<file path="src/rtl/seq_rr_hold_reg_arbiter_if.sv">
// Request/holding-register bus between the requesters, the arbiter and the downstream consumer.
interface seq_rr_hold_reg_arbiter_if #(
    parameter int NUM_REQ = 4,
    parameter int DATA_W  = 8
);
    localparam int IDX_W = $clog2(NUM_REQ);

    logic [NUM_REQ-1:0]        req;
    logic [NUM_REQ*DATA_W-1:0] data;
    logic [NUM_REQ-1:0]        gnt;
    logic [DATA_W-1:0]         q;
    logic                      q_valid;
    logic                      q_ready;
    logic [IDX_W-1:0]          q_src;

    // Environment side: requesters plus the downstream consumer.
    modport master (
        output req, data, q_ready,
        input  gnt, q, q_valid, q_src
    );

    modport slave (
        input  req, data, q_ready,
        output gnt, q, q_valid, q_src
    );
endinterface

</file>
<file path="src/rtl/seq_rr_hold_reg_arbiter.sv">
// Round-robin arbiter loading one shared holding register and offering it downstream via valid/ready.
// Define SEQ_RR_HOLD_REG_ARBITER_BYPASS_EN to re-arbitrate on the handshake cycle (one transfer per cycle).
module seq_rr_hold_reg_arbiter #(
    parameter int NUM_REQ = 4,
    parameter int DATA_W  = 8
) (
    input  logic                    clk,
    input  logic                    rst,
    seq_rr_hold_reg_arbiter_if.slave bus
);
    localparam int IDX_W = $clog2(NUM_REQ);

    typedef enum logic {IDLE, FULL} state_t;

    state_t             state_q, state_d;
    logic [DATA_W-1:0]  q_q, q_d;
    logic [IDX_W-1:0]   q_src_q, q_src_d;
    logic [IDX_W-1:0]   ptr_q, ptr_d;

    logic [DATA_W-1:0]  slice [NUM_REQ];
    logic               win_found;
    logic [IDX_W-1:0]   win_idx;
    logic [IDX_W-1:0]   cand;
    int                 arb_idx;
    logic               load;

    for (genvar i = 0; i < NUM_REQ; i++) begin : g_slice
        assign slice[i] = bus.data[i*DATA_W +: DATA_W];
    end

    // Scan requests starting at the pointer, wrapping; the first set bit wins.
    always_comb begin
        win_found = 1'b0;
        win_idx   = '0;
        cand      = '0;
        arb_idx   = 0;
        for (int k = 0; k < NUM_REQ; k++) begin
            arb_idx = (int'(ptr_q) + k) % NUM_REQ;
            cand    = IDX_W'(arb_idx);
            if (!win_found && bus.req[cand]) begin
                win_found = 1'b1;
                win_idx   = cand;
            end
        end
    end

    always_comb begin
        state_d = state_q;
        q_d     = q_q;
        q_src_d = q_src_q;
        ptr_d   = ptr_q;
        load    = 1'b0;
        bus.gnt = '0;

        case (state_q)
            IDLE: begin
                load = win_found;
            end
            FULL: begin
                if (bus.q_ready) begin
`ifdef SEQ_RR_HOLD_REG_ARBITER_BYPASS_EN
                    if (win_found) begin
                        load = 1'b1;
                    end else begin
                        state_d = IDLE;
                    end
`else
                    state_d = IDLE;
`endif
                end
            end
            default: state_d = IDLE;
        endcase

        if (load && !rst) begin
            bus.gnt[win_idx] = 1'b1;
            q_d     = slice[win_idx];
            q_src_d = win_idx;
            ptr_d   = (win_idx == IDX_W'(NUM_REQ-1)) ? '0 : win_idx + 1'b1;
            state_d = FULL;
        end
    end

    always_ff @(posedge clk) begin
        if (rst) begin
            state_q <= IDLE;
            q_q     <= '0;
            q_src_q <= '0;
            ptr_q   <= '0;
        end else begin
            state_q <= state_d;
            q_q     <= q_d;
            q_src_q <= q_src_d;
            ptr_q   <= ptr_d;
        end
    end

    assign bus.q       = q_q;
    assign bus.q_src   = q_src_q;
    assign bus.q_valid = (state_q == FULL);
endmodule

</file>
<file path="src/flat_wrapper.sv">
// flat-port wrapper written by rule: the top's interface ports become plain ports
module seq_rr_hold_reg_arbiter_flat 
#(
    parameter int NUM_REQ = 4,
    parameter int DATA_W  = 8
)
  (clk, rst, bus_req, bus_data, bus_q_ready, bus_gnt, bus_q, bus_q_valid, bus_q_src);
  seq_rr_hold_reg_arbiter_if #(.NUM_REQ(NUM_REQ), .DATA_W(DATA_W)) bus_i ();
  input  logic clk;
  input  logic rst;
  input wire logic [$bits(bus_i.req)-1:0] bus_req;
  input wire logic [$bits(bus_i.data)-1:0] bus_data;
  input wire logic [$bits(bus_i.q_ready)-1:0] bus_q_ready;
  output wire logic [$bits(bus_i.gnt)-1:0] bus_gnt;
  output wire logic [$bits(bus_i.q)-1:0] bus_q;
  output wire logic [$bits(bus_i.q_valid)-1:0] bus_q_valid;
  output wire logic [$bits(bus_i.q_src)-1:0] bus_q_src;
  assign bus_i.req = bus_req;
  assign bus_i.data = bus_data;
  assign bus_i.q_ready = bus_q_ready;
  assign bus_gnt = bus_i.gnt;
  assign bus_q = bus_i.q;
  assign bus_q_valid = bus_i.q_valid;
  assign bus_q_src = bus_i.q_src;
  seq_rr_hold_reg_arbiter #(.NUM_REQ(NUM_REQ), .DATA_W(DATA_W)) u_core (.clk(clk), .rst(rst), .bus(bus_i));
endmodule
</file>
<file path="config.mk">
export PLATFORM = sky130hd
export DESIGN_NAME = seq_rr_hold_reg_arbiter_flat
export DESIGN_NICKNAME = d
export VERILOG_FILES = /design/src/rtl/seq_rr_hold_reg_arbiter_if.sv /design/src/rtl/seq_rr_hold_reg_arbiter.sv /design/src/flat_wrapper.sv
export SDC_FILE = /design/constraint.sdc
export NUM_CORES = 1
export LEC_CHECK = 0
export BUFFER_PORTS_ARGS = -buffer_cell sky130_fd_sc_hd__buf_2
export CAP_MARGIN = 30
export CORE_AREA = 2 2 53 55
export DETAILED_ROUTE_END_ITERATION = 16
export DIE_AREA = 0 0 55 57
export PLACE_DENSITY = 0.7
export SKIP_CTS_REPAIR_TIMING = 1
export SLEW_MARGIN = 20
export SYNTH_ARGS = -nofsm -noshare
export SYNTH_HDL_FRONTEND = slang
export SYNTH_SLANG_ARGS = --single-unit
</file>
<file path="constraint.sdc">
create_clock -name clk -period 2.2 [get_ports clk]
set_input_delay 0.22 -clock clk [delete_from_list [all_inputs] [get_ports clk]]
set_output_delay 0.22 -clock clk [all_outputs]
set_load 0.03 [all_outputs]
</file>
==> results of run 1 <==
[critical path, stage by stage (launching register included)]
cell	delay [ns]
sky130_fd_sc_hd__dfxtp_1	0.43
sky130_fd_sc_hd__inv_1	0.10
sky130_fd_sc_hd__a21o_1	0.19
sky130_fd_sc_hd__o22ai_1	0.26
sky130_fd_sc_hd__nand2_2	0.21
sky130_fd_sc_hd__nor2_1	0.13
sky130_fd_sc_hd__buf_2	0.20
[per-stage QoR]
stage / total power, mW / instance area, µm² / hold slack (ns)
final: 0.770 / 1100 / 0.187
after CTS: 0.777 / 1090 / 0.183
after global routing: 0.823 / 1100 / 0.198
after detailed placement: 0.632 / 1060 / 0.444
after floorplan: 0.538 / 773 / 0.289
after global placement: 0.625 / 1060 / 0.433
[cell families after synthesis]
logic type / after synthesis / share of synthesized area, %
compound gates: 25 / 24.8
xor+xnor: 1 / 1.13
buf+inv: 6 / 5.18
flops: 13 / 33.7
mux: 17 / 22.0
simple gates: 23 / 13.3
[power groups by stage]
stage | Clock (mW) | Sequential, mW | Combinational [mW]
4_1_cts | 0.148 | 0.298 | 0.330
2_1_floorplan | 0 | 0.360 | 0.177
3_5_place_dp | 0 | 0.302 | 0.330
5_1_grt | 0.158 | 0.305 | 0.361
3_3_place_gp | 0 | 0.301 | 0.324
6_report | 0.141 | 0.299 | 0.330
[cell usage after synthesis]
| master | instances |
|---|---|
| sky130_fd_sc_hd__or3b_1 | 1 |
| sky130_fd_sc_hd__nor4_1 | 1 |
| sky130_fd_sc_hd__and3b_1 | 1 |
| sky130_fd_sc_hd__nor3_1 | 1 |
| sky130_fd_sc_hd__o21ai_0 | 3 |
| sky130_fd_sc_hd__inv_1 | 4 |
| sky130_fd_sc_hd__xor2_1 | 1 |
| sky130_fd_sc_hd__nand2_1 | 10 |
| sky130_fd_sc_hd__o221ai_1 | 6 |
| sky130_fd_sc_hd__nor2_2 | 1 |
| sky130_fd_sc_hd__o21ai_1 | 3 |
| sky130_fd_sc_hd__mux2i_1 | 17 |
| sky130_fd_sc_hd__buf_12 | 1 |
| sky130_fd_sc_hd__o221ai_4 | 1 |
| sky130_fd_sc_hd__a21boi_0 | 1 |
| sky130_fd_sc_hd__buf_2 | 1 |
| sky130_fd_sc_hd__nor2_1 | 8 |
| sky130_fd_sc_hd__dfxtp_1 | 13 |
| sky130_fd_sc_hd__a21o_1 | 1 |
| sky130_fd_sc_hd__a21oi_1 | 4 |
| sky130_fd_sc_hd__a211oi_1 | 2 |
| sky130_fd_sc_hd__a2bb2oi_1 | 3 |
| sky130_fd_sc_hd__o22ai_1 | 1 |
[worst min-delay path by stage]
stage / cells after the start / slack [ns] / end / from
global route: 2 / 0.20 / u_core.bus.q_src[0] / rst
detailed placement: 2 / 0.44 / u_core.bus.q_src[1] / u_core.bus.q_src[1]
finish: 2 / 0.19 / u_core.ptr_q[1] / rst
floorplan: 1 / 0.29 / u_core.bus.q_src[0] / rst
global placement: 2 / 0.43 / u_core.bus.q_src[1] / u_core.bus.q_src[1]
CTS: 2 / 0.18 / u_core.bus.q_src[0] / rst
[flip-flops by register name, indices dropped and copies added, names as in the netlist]
| signal | cells |
|---|---|
| u_core.bus.q | 8 |
| u_core.ptr_q | 2 |
| u_core.bus.q_src | 2 |
| u_core.bus.q_valid | 1 |
[metal layers]
metal / up-vias / track usage [%] / part of all wire (%)
met2: 43 / 25.2 / 50
met5: - / 0 / 0
met1: 361 / 18.0 / 41
met3: 2 / 2.62 / 8.7
li1: 431 / - / -
met4: 0 / 6.27 / 0.65
[placed cells by master (no fill, tap or decap), types with 2 or more instances in the layout]
cell                        instances
sky130_fd_sc_hd__buf_2             53
sky130_fd_sc_hd__mux2i_1           17
sky130_fd_sc_hd__dfxtp_1           12
sky130_fd_sc_hd__nand2_1            9
sky130_fd_sc_hd__nor2_1             8
sky130_fd_sc_hd__o221ai_1           5
sky130_fd_sc_hd__inv_1              4
sky130_fd_sc_hd__a21oi_1            4
sky130_fd_sc_hd__o21ai_0            3
sky130_fd_sc_hd__a2bb2oi_1          3
sky130_fd_sc_hd__o21ai_1            3
sky130_fd_sc_hd__clkbuf_4           3
sky130_fd_sc_hd__a211oi_1           2
[cell type report]
type                       instances  share of cell area, %
timing repair buffer              54                   24.9
clock buffer                       3                   2.05
sequential                        13                   23.8
multi-input combinational         66                   43.9
tap                               31                   3.53
clock inverter                     1                  0.456
inverter                           4                   1.37
==> run summary, run 1 <==
The run finished with clean final reports. The clock transition time at the flip-flop clock pins of the worst setup and hold paths is 0.08 ns, and the number of remaining DRC errors is 0. In this run the tightest slew margin relative to its limit is 53.7%. Along the worst path, the maximum fanout reaches 10. The final-report setup violation count came out at 0. The root buffer cell chosen for the clock tree is sky130_fd_sc_hd__clkbuf_4.

The DRC violation total after the first TritonRoute iteration came out at 8. Setup repair after global routing left no endpoint under its margin. The logs give 0 for the number of antenna violations at the first check in global routing and 3 for the total clock buffers created by CTS.

The post-DP HPWL was 1700 µm. The worst register-to-register path begins at u_core.ptr_q[1]. TritonCTS built the clock tree. The tools report the Yosys warning count as 0. The synthesized instance count was 85.

The run gives 0.349 mV as the worst IR drop on VDD. The final period demand of the worst path works out to 2.01 ns. The length in cells of the worst reg-to-reg path is 5.

Across the run, the number of max-cap violations was 0. For the pin with the worst max-slew slack, the measured transition is 0.694 ns. The core region area was 2620 µm². The final wirelength was 2010 µm; the number of instances in the placed design was 168. The vertical extent of the die works out to 57 µm.

The first global-routing pass estimated 3490 µm of wire. The tools report the capture point of the worst reg-to-reg path as u_core.bus.q[3]. The floorplan step defined a die boundary enclosing 3140 µm². The origin of the worst setup path was u_core.ptr_q[0]. After floorplanning, the core was divided into 19 placement rows. From left edge to right edge, the die measures 55 µm.

Cells with a size suffix above 1 make up 44.7% of the layout. Sorting the synthesized cells by area gives the leading types as sky130_fd_sc_hd__dfxtp_1 34%, sky130_fd_sc_hd__mux2i_1 22%, sky130_fd_sc_hd__o221ai_1 6.8%. Measured on the finished design, the core utilization comes to 42.0%. The analysis attributes to cell leakage a power of 0.592 nW. The count of endpoints failing hold in the final timing report is 0, and the area occupied by multi-input gates is 482 µm². The run gives 29.6% as the starting density of the core. For this design, the sink count on the clock tree is 13.

The post-route fraction of the period consumed by the critical path is 91.5%, and the relative area change from synthesis to final layout is 41.9%. The setup slack after layout is 0.187 ns, and the cell internal power dissipation is 0.473 mW. Timing would allow up to 497 MHz. Number of max-slew violations in the final report: 0. OpenSTA, run right after detailed placement, puts the worst setup slack at 0.237 ns. The run gives 262 µm² as the flip-flop and latch area. The setup path with the least slack is of type reg -> out. The maximum clock insertion buffer count is 2, and the sum of overflow across all layers after global routing is 0. The final route contains 837 vias.

The class of the worst hold path is in -> reg. Entering global routing, the biggest net connects 17 pins. The tools report the data arrival at the endpoint of the critical path as 1.79 ns. The tools report the part of the power in registers as 38.9%. The antenna diode count is 0. Clock latency on the worst-skew pair, taken at its later pin, is 0.27 ns. In this run the worst setup path terminates at bus_gnt[1]. Routability-driven placement finished with a final weighted congestion of 0.696. The via density per instance came out at 4.87.

The synthesized netlist contains 23 unique library cells. The switching fraction of total power came out at 38.5%. For the maximum level of the CTS H-tree, the log shows 1. Summed over all nets, the switching power comes to 0.296 mW.

For this design the ratio of total power to cell area is 702 nW/µm². Cell type with the highest aggregate area in the netlist: sky130_fd_sc_hd__dfxtp_1. Per report_power, the combinational group accounts for 42.9% of the total. After synthesis, the largest area contributor takes up 33.7% of total cell area. The synthesized netlist occupies a cell area of 773 µm². After the last flow step, the layout net total stands at 181. The worst setup path is launched from a register.

Setup slack on the worst reg-to-reg path comes out at 0.43 ns. The setup TNS was 0 ns. The I/O pin count came out at 54. The mean instance size in the synthesized netlist is 9.10 µm², and the clock network fraction of design power is 18.3%.

The filler cells instantiated in the layout total 278. The number of nets handed over by synthesis was 124. The post-detailed-route wirelength per cell was 11.7 µm; the via count of the first global-routing pass was 836.

The required time at the endpoint of the critical path was 1.98 ns; the sequential-to-total area share from yosys stat was 33.7%. The tools report the remaining antenna violation count as 0. Port buffering added 53 buffers.

The tools report the number of iterations in the first detailed-routing pass as 4. On the final layout, the worst clock skew is 0.00148 ns. Leaving out filler cells and counting taps, the final layout contains 172. In the global route stage, overall resource usage came out at 14.9%. The worst setup path is captured at an output port.

Synthesis inferred 13 register bits.
(Power assumes the default switching activity.)
==> run 2: changes to the inputs <==
==> constraint.sdc (replaced) <==
create_clock -name clk -period 2.2 [get_ports clk]
set_input_delay 0.33 -clock clk [delete_from_list [all_inputs] [get_ports clk]]
set_output_delay 0.33 -clock clk [all_outputs]
set_load 0.03 [all_outputs]
==> run 2 against run 1 <==
Net effect: critical path type unchanged; combinational power increased by 3%; count of clock-buffer cells in the layout increased by 1; power increased by 2.2%.
==> run summary, run 2 (synthesis gave the netlist of run 1 again) <==
The flow ran to the end, and the final reports show no timing, DRC or antenna violations. The startpoint identified for the worst register-to-register timing path is u_core.ptr_q[1]. The clock network accounts for 18.6% of the total power. Along the worst path, the maximum fanout reaches 7. For this block, the initial DRC count from the detailed router was 11. For the total of max-cap violations, the log shows 0. The class of the worst hold path is in -> reg.

Summing over every cut layer, the via total after detailed routing is 859. For this design the total switching power over the nets is 0.302 mW. The tools report the count of endpoints failing hold in the final timing report as 0. The run gives 2110 µm as the final wirelength. The core region area was 2620 µm².

In this run the deepest clock path goes through 2 buffers. Across every metal layer, demand over resource in global routing totals 14.6%. The starting density of the core is 29.6%, and the sum of overflow across all layers after global routing is 0. Leaving out fill and tap cells, the most frequent cells in the layout are 53 x sky130_fd_sc_hd__buf_2, 16 x sky130_fd_sc_hd__mux2i_1, 12 x sky130_fd_sc_hd__dfxtp_1, 10 x sky130_fd_sc_hd__nand2_1, 8 x sky130_fd_sc_hd__nor2_1.

The tools report the maximum level of the CTS H-tree as 1. Headroom to the max-slew limit came out at 53.9%. From synthesis to final layout, the design area changed by 44.7%.

The sort of element at the start of the critical path is a register. In this run the vertical extent of the chip is 57 µm. TritonCTS built the clock tree.

Setup repair after global routing left no endpoint under its margin. For the number of remaining DRC errors, the log shows 0. The run gives 183 as the layout net count. Based on the critical path, the design can be clocked at up to 490 MHz. The tools report the beginning of the worst hold path as rst. The floorplan step defined a die boundary enclosing 3140 µm².

The tools report the worst IR drop on VDD as 0.361 mV. The maximum number of pins on one net before global-route repair was 17. The leakage power is 0.598 nW.

The library cell used most frequently in the layout, excluding fill and tap cells, is sky130_fd_sc_hd__buf_2. In this run the remaining antenna-violating nets after routing total 0. The critical path is of the reg -> out type. The via count of the first global-routing pass is 806, and the weighted congestion reported at the end of routability-driven placement is 0.745. For this design, the slowest cell found on the critical path is sky130_fd_sc_hd__dfxtp_2. The number of flip-flops in the largest register is 8, and the wire length of the first global-routing pass is 3400 µm.

Registers are responsible for 38.2% of the overall power. The run gives 0 as the number of antenna violations at the first check in global routing. The length in cells of the worst reg-to-reg path is 5. The number of iterations in the first detailed-routing pass is 4, and the count of buffers inserted at the top-level ports is 53.

Dividing the detail-routed via count by the number of cells gives 4.94. The worst setup path is captured at an output port. Overall power consumption after layout is estimated at 0.787 mW. In this run switching power makes up 38.4% of total power. After clock tree synthesis, the clock-pin slew on the worst setup and hold paths is 0.08 ns. Setup violations remaining at the end of the flow were counted as 0.

The tools report the post-route clock skew as 0.000834 ns. After detailed routing, the average wire length per cell comes to 12.1 µm. TritonCTS created 3 clock buffers.

Cell internal power was estimated by the tool at 0.485 mW. The number of antenna diodes in the final layout is 0. The number of max-slew violations in the final report was 0; the required time at the endpoint of the critical path was 1.87 ns. For this design, the sink count on the clock tree is 13.

The final critical path takes up 92.7% of the cycle. Combinational cells account for 43.1% of the total power. Clock latency on the worst-skew pair, taken at its later pin, is 0.27 ns. The number of rows in the core area is 19, and the post-DP HPWL is 1730 µm. The worst hold path passes through 2 cells.

The I/O pin count came out at 54. In this run the clock root is driven by a sky130_fd_sc_hd__clkbuf_4. For the pin with the worst max-slew slack, the measured transition is 0.692 ns.

The post-route netlist has 44.8% of its cells at a drive strength greater than 1. The end point of the worst hold path was u_core.ptr_q[1]. The total power density per cell area was 703 nW/µm². The run gives 0 ns as the setup TNS. The endpoint identified for the worst register-to-register timing path is u_core.bus.q[3]. The die width works out to 55 µm. The setup slack after layout was 0.161 ns; the delay of the slowest cell on the worst path was 0.42 ns. Timing analysis after detailed placement gives a worst setup slack of 0.247 ns.

The data arrival at the endpoint of the critical path is 1.71 ns, and the final period demand of the worst path is 2.04 ns. The reg2reg setup slack was 0.38 ns. Walking the worst path, the cells encountered are mux2i_4 -> o21ai_0 -> a21oi_2 -> inv_1 -> nor2_1 -> buf_2.
==> run 2: worst max path at each step <==
| stage | start | to | slack (ns) | depth (start not counted) |
|---|---|---|---|---|
| after floorplan | u_core.ptr_q[1] | bus_gnt[1] | 0.20 | 5 |
| after global placement | u_core.ptr_q[1] | bus_gnt[1] | 0.32 | 6 |
| after detailed placement | u_core.ptr_q[1] | bus_gnt[1] | 0.25 | 6 |
| after CTS | u_core.ptr_q[1] | bus_gnt[1] | -0.07 | 6 |
| after global routing | u_core.ptr_q[1] | bus_gnt[1] | 0.02 | 6 |
| final | u_core.ptr_q[1] | bus_gnt[1] | 0.16 | 6 |
==> run 2: area by class of cell <==
type,count,area (µm²)
Clock buffer,4,26.3
Timing Repair Buffer,56,288
Tap cell,31,38.8
Inverter,4,15.0
Sequential cell,13,262
Fill cell,282,1500
Multi-Input combinational cell,66,489
==> run 2: power groups by stage <==
stage	logic (mW)	clock network [mW]	registers [mW]
final	0.339	0.146	0.301
after floorplan	0.177	0	0.360
after detailed placement	0.335	0	0.302
after global routing	0.369	0.165	0.306
after global placement	0.329	0	0.300
after CTS	0.335	0.154	0.298
==> run 2: through the flow <==
step / instances / utilization (%) / instance area (µm²) / hold WS [ns]
final: 174 / 42.8 / 1120 / 0.289
after global routing: 174 / 42.8 / 1120 / 0.286
after CTS: 174 / 42.1 / 1100 / 0.284
after detailed placement: 170 / 41.1 / 1070 / 0.443
after global placement: 170 / 41.1 / 1070 / 0.433
after floorplan: 85 / - / 773 / 0.399
==> run 2: metal layers <==
metal  vias up  wire length [µm]  global-route usage, %  part of all wire (%)
met4         0                10                   6.27                  0.47
met5         -                 0                      0                     0
li1        434                 -                      -                     -
met1       384               910                   18.1                    43
met3         2               211                   3.66                    10
met2        39               977                   23.5                    46
==> run 2: worst max-delay path, delay by kind of cell (launching register included) <==
| kind | cells | cell delay [ns] |
|---|---|---|
| AOI/OAI and AO/OA | 2 | 0.31 |
| buffers and inverters | 2 | 0.29 |
| DFF | 1 | 0.42 |
| muxes | 1 | 0.28 |
| and+or+nand+nor | 1 | 0.14 |
==> run 3: changes to the inputs <==
- ABC_AREA: default -> 1
- CORE_AREA: 2 2 53 55 -> 2 2 62 64
- DIE_AREA: 0 0 55 57 -> 0 0 64 66
- PLACE_DENSITY: 0.7 -> 0.66
==> run 3 against run 2 <==
Net effect: sequential power rose by 37%; utilization rose by 6.9 points; non-clock buffer count rose by 15; wire length rose by 51%; fmax fell by 5.4%; clock skew barely moved; clock power barely moved; sequential share of layout area fell by 8.2 points; critical path depth rose by 5; highest routed layer is now met3.
==> run summary, run 3 <==
The count of endpoints failing hold in the final timing report is 0, and the via count is 1414. The clock passes through at most 2 buffers. The average instance in the mapped netlist occupies 5.71 µm². At the worst endpoint, the required time is 1.87 ns. The commonest cells after synthesis are 75 x sky130_fd_sc_hd__nand2_1, 36 x sky130_fd_sc_hd__inv_1, 24 x sky130_fd_sc_hd__nand3_1.

In the layout the commonest cells are 55 x sky130_fd_sc_hd__nand2_1, 49 x sky130_fd_sc_hd__buf_2, 31 x sky130_fd_sc_hd__inv_1, 18 x sky130_fd_sc_hd__buf_4. The sequential-to-total area share from yosys stat is 23.4%, and the via count of the first global-routing pass is 1190. The worst slew margin relative to its limit was 81.1%; the post-synthesis compound-gate area fraction was 6.85%.

Global routing finished with a remaining overflow of 0. The worst path in the final design needs a cycle of 2.16 ns, including I/O delays and setup. The post-detailed-route wirelength per cell is 10.2 µm. The setup path with the least slack is of type reg -> out. The maximum level of the CTS H-tree was 1. Synthesized instance count: 195. The synthesized netlist devotes 0% of its cell area to XOR and XNOR gates.

The number of max-slew violations in the final report is 0. The first detailed-routing pass took 4 iterations. For the worst setup path, the data arrival time is 1.83 ns. Dividing total power by cell area gives a power density of 1690 nW/µm². Internal power comes to 1.36 mW.

The post-route netlist has 47.0% of its cells at a drive strength greater than 1. The register with the most flip-flops in the layout has 8 of them. The run gives 3550 µm² as the core region area. Dominant combinational cell family by area after synthesis: simple AND/OR/NAND/NOR gates. Routability-driven placement finished with a final weighted congestion of 0.772. The post-route cell area was 1760 µm². The post-synthesis register bit count works out to 13.

The finished layout holds 312 standard cells, fillers aside. The run gives 24 as the unique cell type count in the Yosys netlist. Maximum number of pins on one net before global-route repair: 17. The clock transition time at the flip-flop clock pins of the worst setup and hold paths is 0.08 ns, and the insertion delay of the later-clocked pin in the worst-skew pair is 0.27 ns. For the clock net sink count, the log shows 13. The worst IR drop on VDD was 0.944 mV; the die footprint was 4220 µm². At the placement stage, the worst setup path has a slack of 0.151 ns.

The clock network fraction of design power was 4.9%. The tools report the number of antenna violations at the first check in global routing as 0. The portion of synthesized area spent on multiplexers is 0%. After synthesis, the share of flip-flops with an asynchronous set or reset is 0%. The run gives 31.4% as the starting density of the core.

For this run, the leading register cell type out of synthesis is sky130_fd_sc_hd__dfxtp_1. During I/O placement, the number of pins put on the boundary was 54. During synthesis, Yosys emitted a total of 0 warnings.

Setup repair after global routing could not meet its margin everywhere. For this run, the total global-route usage over all layers was measured as 14.0%. The logs give 300 for the number of instances in the placed design and 49.7% for the fraction of the core area covered by cells at the end of the flow.

The logs give 0.0443 ns for the setup slack after layout and 304 for the layout net count. The total clock buffers created by CTS is 3, and the DRC violation total after the first TritonRoute iteration is 62. The largest fanout on the critical path is 8, and the post-route clock skew is 0.000874 ns. Across all hold checks on the routed design, the worst slack comes to 0.227 ns. The simple-gate share of the synthesized area came out at 52.4%. Buffer type at the clock tree root: sky130_fd_sc_hd__clkbuf_4.

The fraction of post-synthesis cell area in the top cell type by area was 25.3%. The library cell used most frequently in the layout, excluding fill and tap cells, is sky130_fd_sc_hd__nand2_1. Timing would allow up to 464 MHz. The mapped netlist covers 1110 µm². The run finished with clean final reports.

Setup total negative slack on the finished layout was measured at 0 ns. The total of max-cap violations came out at 0. Measured along the x axis, the die boundary spans 64 µm.

The count of buffers inserted at the top-level ports came out at 53. The min-delay analysis places its worst path in the category in -> reg. The cell type with the highest aggregate area in the netlist was sky130_fd_sc_hd__nand2_1. TritonCTS built the clock tree. The transition time of the tightest slew-check pin is 0.281 ns, and the part of the power in registers is 13.8%.

The switching fraction of total power is 54.4%. The final wirelength was 3190 µm; the number of enable-type register cells in the synthesized netlist was 0. The die is 66 µm tall. The wire length of the first global-routing pass was 4910 µm; the post-route fraction of the period consumed by the critical path was 98.0%.

The reg2reg setup slack is 0.27 ns. The most used standard cell by instance count after synthesis was sky130_fd_sc_hd__nand2_1. After layout, the design draws a total of 2.99 mW. In this run, the combinational gates consume 81.3% of the power.

The repair_antennas step left the layout with diodes totalling 0. The run gives 0 as the final-report setup violation count. After synthesis, the cell types taking the most area are sky130_fd_sc_hd__nand2_1 25%, sky130_fd_sc_hd__dfxtp_1 23%, sky130_fd_sc_hd__inv_1 12%. In this run the remaining antenna-violating nets after routing total 0.

The leakage power is 1.02 nW, and the post-DP HPWL is 2330 µm. The fraction of the mapped netlist area in adder cells was 0%; the relative area change from synthesis to final layout was 58.4%. The net count of the mapped netlist is 234. Cell area after placement: 1470 µm². The worst setup path is launched from a register. The via density per instance was 4.53. STA classifies the critical path endpoint as an output port.

The number of remaining DRC errors was 0. The switching power total is 1.62 mW, and the number of rows in the core area is 22.
[run 3: cell types whose count changed after synthesis, sizes merged, moves of 7 or more]
| cell | change |
|---|---|
| inv | +34 |
| nand4 | +10 |
| mux2i | -17 |
| o221ai | -7 |
| nand2 | +68 |
| nand3 | +27 |
[run 3: final timing paths]
| check | from | to | cells past startpoint |
|---|---|---|---|
| min reg2reg | u_core.bus.q[0] | u_core.bus.q[0] | 2 |
| min | bus_q_ready | u_core.bus.q_valid | 2 |
| max reg2reg | u_core.ptr_q[0] | u_core.bus.q[3] | 15 |
| max | u_core.ptr_q[0] | bus_gnt[0] | 11 |
[run 3: worst max-delay path, cell delays in order (launching register included)]
cell and delay [ns]:
sky130_fd_sc_hd__dfxtp_4 0.37, sky130_fd_sc_hd__buf_8 0.15, sky130_fd_sc_hd__nand2_2 0.07, sky130_fd_sc_hd__nand2_4 0.06, sky130_fd_sc_hd__nand2_2 0.07, sky130_fd_sc_hd__nand2_2 0.06
sky130_fd_sc_hd__nor2_4 0.17, sky130_fd_sc_hd__nand3_4 0.14, sky130_fd_sc_hd__nand3_4 0.15, sky130_fd_sc_hd__nand2_2 0.06, sky130_fd_sc_hd__nor2_2 0.11, sky130_fd_sc_hd__buf_6 0.14
[run 3: per-layer routing]
layer	track usage [%]	up-vias	part of all wire (%)
li1	-	753	-
met3	3.75	0	5.5
met4	0.815	0	0
met1	19.2	625	48
met5	0	-	0
met2	23.0	36	47
[run 3: final cells by class]
class,instances,area [µm²]
clock buffer,4,26.3
fill,354,1790
inverter,39,154
multi-input combinational,137,827
sequential,13,268
tap,48,60.1
timing repair buffer,71,429
[run 3: power groups by stage]
stage                     Sequential (mW)  Combinational (mW)  Clock, mW
after global placement              0.392                1.88          0
after global routing                0.423                2.68      0.162
after detailed placement            0.390                1.91          0
after CTS                           0.387                1.91      0.152
after floorplan                     0.515                1.31          0
final                               0.413                2.43      0.145
[run 3: cell families after synthesis]
group,after synthesis
AND/OR/NAND/NOR,126
buffers and inverters,45
AO/OA/AOI/OAI,11
flip-flops,13
